### src/rtl/fifo_narrow_to_wide_if.sv
// Handshake bundle for the narrow-write / wide-read FIFO.
// master = producer/consumer side, slave = the FIFO itself.
interface fifo_narrow_to_wide_if #(
    parameter int DATA_WIDTH = 8,
    parameter int ADDR_WIDTH = 4
);
    logic                    write_i;
    logic [DATA_WIDTH-1:0]   write_data_i;
    logic                    read_i;
    logic [2*DATA_WIDTH-1:0] read_data_o;
    logic                    empty_o;
    logic                    full_o;
    logic [ADDR_WIDTH:0]     count_o;

    modport master (
        output write_i, write_data_i, read_i,
        input  read_data_o, empty_o, full_o, count_o
    );

    modport slave (
        input  write_i, write_data_i, read_i,
        output read_data_o, empty_o, full_o, count_o
    );
endinterface

### src/rtl/fifo_narrow_to_wide.sv
// Synchronous FIFO: one narrow word written per cycle, one pair of words read per cycle
// as a single wide word. Storage is a narrow register file read asynchronously.
module fifo_narrow_to_wide #(
    parameter int DATA_WIDTH = 8,
    parameter int ADDR_WIDTH = 4
) (
    input  logic             clk_i,
    input  logic             reset_i,
    fifo_narrow_to_wide_if.slave bus
);
    localparam int                  DEPTH      = 1 << ADDR_WIDTH;
    localparam logic [ADDR_WIDTH:0] FULL_COUNT = (ADDR_WIDTH+1)'(DEPTH);
    localparam logic [ADDR_WIDTH:0] PAIR_COUNT = (ADDR_WIDTH+1)'(2);

    logic [DATA_WIDTH-1:0] mem [DEPTH];
    logic [ADDR_WIDTH-1:0] wptr;
    logic [ADDR_WIDTH-1:0] rptr;
    logic [ADDR_WIDTH-1:0] rptr_hi;
    logic [ADDR_WIDTH:0]   count;
    logic [ADDR_WIDTH:0]   count_nxt;
    logic                  empty;
    logic                  full;
    logic                  wr_ok;
    logic                  rd_ok;

    // Flags come from registered count only, so no input reaches an output combinationally.
    assign empty = count < PAIR_COUNT;
    assign full  = count == FULL_COUNT;
    assign wr_ok = bus.write_i & ~full;
    assign rd_ok = bus.read_i & ~empty;

    // rptr is always even, so the partner word never crosses the wrap point.
    assign rptr_hi = rptr + ADDR_WIDTH'(1);

    always_comb begin
        count_nxt = count;
        if (wr_ok) count_nxt = count_nxt + (ADDR_WIDTH+1)'(1);
        if (rd_ok) count_nxt = count_nxt - PAIR_COUNT;
    end

    always_ff @(posedge clk_i or posedge reset_i) begin
        if (reset_i) begin
            wptr  <= '0;
            rptr  <= '0;
            count <= '0;
        end else begin
            if (wr_ok) wptr <= wptr + ADDR_WIDTH'(1);
            if (rd_ok) rptr <= rptr + ADDR_WIDTH'(2);
            count <= count_nxt;
        end
    end

    // Storage holds data only; it is deliberately left out of reset.
    always_ff @(posedge clk_i) begin
        if (wr_ok) mem[wptr] <= bus.write_data_i;
    end

    assign bus.read_data_o = {mem[rptr_hi], mem[rptr]};
    assign bus.empty_o     = empty;
    assign bus.full_o      = full;
    assign bus.count_o     = count;
endmodule

### src/flat_wrapper.sv
// flat-port wrapper written by rule: the top's interface ports become plain ports
module fifo_narrow_to_wide_flat 
#(
    parameter int DATA_WIDTH = 8,
    parameter int ADDR_WIDTH = 4
)
  (clk_i, reset_i, bus_write_i, bus_write_data_i, bus_read_i, bus_read_data_o, bus_empty_o, bus_full_o, bus_count_o);
  fifo_narrow_to_wide_if #(.DATA_WIDTH(DATA_WIDTH), .ADDR_WIDTH(ADDR_WIDTH)) bus_i ();
  input  logic clk_i;
  input  logic reset_i;
  input wire logic [$bits(bus_i.write_i)-1:0] bus_write_i;
  input wire logic [$bits(bus_i.write_data_i)-1:0] bus_write_data_i;
  input wire logic [$bits(bus_i.read_i)-1:0] bus_read_i;
  output wire logic [$bits(bus_i.read_data_o)-1:0] bus_read_data_o;
  output wire logic [$bits(bus_i.empty_o)-1:0] bus_empty_o;
  output wire logic [$bits(bus_i.full_o)-1:0] bus_full_o;
  output wire logic [$bits(bus_i.count_o)-1:0] bus_count_o;
  assign bus_i.write_i = bus_write_i;
  assign bus_i.write_data_i = bus_write_data_i;
  assign bus_i.read_i = bus_read_i;
  assign bus_read_data_o = bus_i.read_data_o;
  assign bus_empty_o = bus_i.empty_o;
  assign bus_full_o = bus_i.full_o;
  assign bus_count_o = bus_i.count_o;
  fifo_narrow_to_wide #(.DATA_WIDTH(DATA_WIDTH), .ADDR_WIDTH(ADDR_WIDTH)) u_core (.clk_i(clk_i), .reset_i(reset_i), .bus(bus_i));
endmodule
### config.mk
export PLATFORM = sky130hd
export DESIGN_NAME = fifo_narrow_to_wide_flat
export DESIGN_NICKNAME = d
export VERILOG_FILES = /design/src/rtl/fifo_narrow_to_wide_if.sv /design/src/rtl/fifo_narrow_to_wide.sv /design/src/flat_wrapper.sv
export SDC_FILE = /design/constraint.sdc
export NUM_CORES = 1
export LEC_CHECK = 0
export BUFFER_PORTS_ARGS = -buffer_cell sky130_fd_sc_hd__buf_4
export CAP_MARGIN = 30
export CORE_ASPECT_RATIO = 0.7
export CORE_UTILIZATION = 35
export CTS_CLUSTER_DIAMETER = 40
export DETAILED_ROUTE_END_ITERATION = 16
export REMOVE_ABC_BUFFERS = 1
export SETUP_SLACK_MARGIN = 0.05
export SLEW_MARGIN = 40
export SYNTH_ARGS = -nofsm -noshare
export SYNTH_HDL_FRONTEND = slang
export SYNTH_SLANG_ARGS = --single-unit
### constraint.sdc
create_clock -name clk_i -period 2.45 [get_ports clk_i]
set_clock_uncertainty 0.05 [all_clocks]
set_input_delay 0.1225 -clock clk_i [delete_from_list [all_inputs] [get_ports clk_i]]
set_output_delay 0.1225 -clock clk_i [all_outputs]
set_load 0.005 [all_outputs]
==> out/qor.txt <==
Max clock buf depth: 2
RR Startpoint: u_core.bus.count_o[1]
Simple-gate portion of the synthesized area: 3.66%
DRT Pass-1 Iters: 4
Yosys cell types: 31
Count leader, synth: edfxtp_1
Chip height: 109 microns
Max IR drop VDD: 0.472 mV
Vias in the first global route: 2771
Synth area leader: edfxtp_1
#FFs+latches synth: 140
Min-Delay Path Class: in2reg
Fraction of registers with async set/reset: 8.57%
R2r setup slk: 0.24 ns
Ys flop type: edfxtp_1
Initial antenna violation count: 0
Worst setup EP type: output port
Worst reg2reg path endpoint: u_core.mem[11][7]
Sink Count: 140
Reg2reg path depth: 6
Pwr per Cell Area: 1130 nW/um^2
Cts bufs inserted: 17
Mapped cell area: 5740 sq um
CP Max Fanout: 26
Startpoint Class: register
Mux share of post-synthesis cell area: 17.3%
Top cells by area, synth: edfxtp_1 67%, mux4_1 11%, dfrtp_1 5.2%
Largest net degree at the start of global routing: 33
Routed wire length per instance: 17.7 microns
DRT iter0 DRCs: 141
Number of setup violations in the final report: 0
Dpl cells: 535
FP Rows: 38
Run status: completed
Commonest cells in the netlist: 128 x edfxtp_1, 25 x mux4_1, 16 x mux2_2, 12 x dfrtp_1, 11 x inv_1
Hold Path Depth: 4
Setup Buffers After CTS: 0
Core area: 15700 sq um
Pleak: 0.00245 uW
Adder-Cell Fraction of Synth Area: 1.75%
Combinational family with the most area after synthesis: multiplexers
Final Hold Viols: 0
Nets: 364
Max frequency: 0.438 GHz
Vias/cell: 4.80
Buffers on Ports: 34
Share of cells above drive strength 1: 30.1%
Non-filler cells, final: 576
Final wirelength: 10200 microns
Area grow syn2layout: 21.9%
Post-route ant nets: 0
First-pass GRT wire length: 16100 microns
Ant. Diodes: 0
Xor and xnor area share after synthesis: 1.68%
Post-synth EDFFs: 128
Compound-Gate Fraction of Synth Area: 0.960%
Crit Path Class: reg2out
RSZ-0062 raised after global routing: no
Gr ovfl total: 0
CP required: 2.28 ns
HP Start: bus_write_i
Share of the synthesized area in the top cell type: 67.0%
Post-DP HPWL: 6460 microns
Syn avg cell area: 20.5 sq um
Die Width: 155 microns
GPL Wtd Cong: 0.758
CTS tree: yes
Via count: 2766
Actual slew at the worst max-slew pin: 0.490 ns
Final TNS setup: 0 ns
Clk Tree Root Cell: clkbuf_16
Final instance area: 6990 sq um
Die ar.: 16900 sq um
Minimum clock period: 2.28 ns
Area post-placement: 6330 sq um
Slew headroom: 67.3%
Register area share after synthesis: 72.3%
Htree depth: 4
Max Cap Viol: 0
Max Slew Vio Count: 0
Clock transition at path regs: 0.06 ns
Layout fillers: 1345
Worst Hold Path EP: u_core.bus.count_o[4]
IO Pins: 35
Syn Inst Count: 280
Ys Warns: 0
Final worst path period share: 93.2%
Worst-Skew Late Latency: 0.41 ns
Crit path DAT: 2.11 ns
Starting density of the core: 36.4%
Total GRT Usage: 13.5%
Drt drc: 0
[registers in the layout (all words and copies together) (netlist names)]
name and count:
u_core.bus.count_o 5, u_core.rptr 3, u_core.mem 128, u_core.wptr 4
[layout by cell type (no fill, tap or decap), types with 4 or more instances in the layout]
master         count
nor3_1             4
nor4_1             4
buf_4             48
clkbuf_16         17
nand2_1           10
dfrtp_1           11
mux4_1            25
inv_1             11
edfxtp_1         128
mux4_2             7
nor2_1             5
clkinv_1           4
ha_1               8
xnor2_1            9
mux2_2            16
dlygate4sd3_1     10
[power by group]
group          total [uW]  internal (uW)  switching (uW)  leakage, uW
combinational        2340           1300            1030     0.000888
sequential           3140           2930             214      0.00130
clock                2380           1480             908     0.000266
[cell families (layout without fill, tap and decap cells)]
logic type / after synthesis / count (layout)
buffers and inverters: 26 / 102
muxes: 48 / 48
adders and majority gates: 8 / 8
AOI/OAI and AO/OA: 8 / 8
DFF: 140 / 140
and+or+nand+nor: 39 / 39
xor gates and xnor gates: 11 / 11
[layout make-up]
type	instances	area [sq um]	share of cell area, %
repair buffers	60	500	7.16
multi-input cells	114	1470	21.1
inverters	11	41.3	0.591
clock buffers	18	429	6.14
clock inverters	13	126	1.81
well taps	220	275	3.94
flip-flops and latches	140	4150	59.3
[how the worst max path moves through the flow]
stage | from | end | slack, ns | cells after the start
detailed placement | u_core.bus.count_o[1] | u_core.mem[8][3] | 0.19 | 6
CTS | u_core.rptr[1] | bus_read_data_o[10] | 0.12 | 4
global placement | u_core.bus.count_o[1] | u_core.mem[8][1] | 0.28 | 6
floorplan | u_core.bus.count_o[1] | u_core.mem[4][0] | 0.15 | 6
global route | u_core.bus.count_o[1] | u_core.mem[7][6] | 0.06 | 7
finish | u_core.rptr[1] | bus_read_data_o[3] | 0.17 | 4
[metrics by stage]
step           hold slack (ns)  setup slack, ns  utilization, %  total power, uW
2_1_floorplan          -0.0628            0.155               -             4540
3_3_place_gp             0.124            0.278            40.2             5520
3_5_place_dp             0.133            0.195            40.2             5560
4_1_cts                  0.135            0.124            44.4             7990
5_1_grt                  0.167           0.0598            44.4             8290
6_report                 0.150            0.166            44.4             7860
[worst max-delay path: stages (launching register included)]
cell	delay (ns)
dfrtp_2	0.43
buf_12	0.23
mux4_1	0.61
mux2_2	0.28
buf_4	0.13
[per-layer routing]
layer  up-vias  GRT usage (%)  share of wire (%)
li1       1276              -                  -
met1      1405           19.0                 50
met2        67           18.9                 44
met3        18           4.25                4.3
met4         0           6.15                1.5
met5         -              0                  0
[repair_timing]
action	4_1_cts	5_1_grt
hold buffers	10	0
resized for setup	0	3
setup endpoints to repair	0	24
hold endpoints to repair	141	0
No activity file was read; power rests on OpenSTA's default activity.
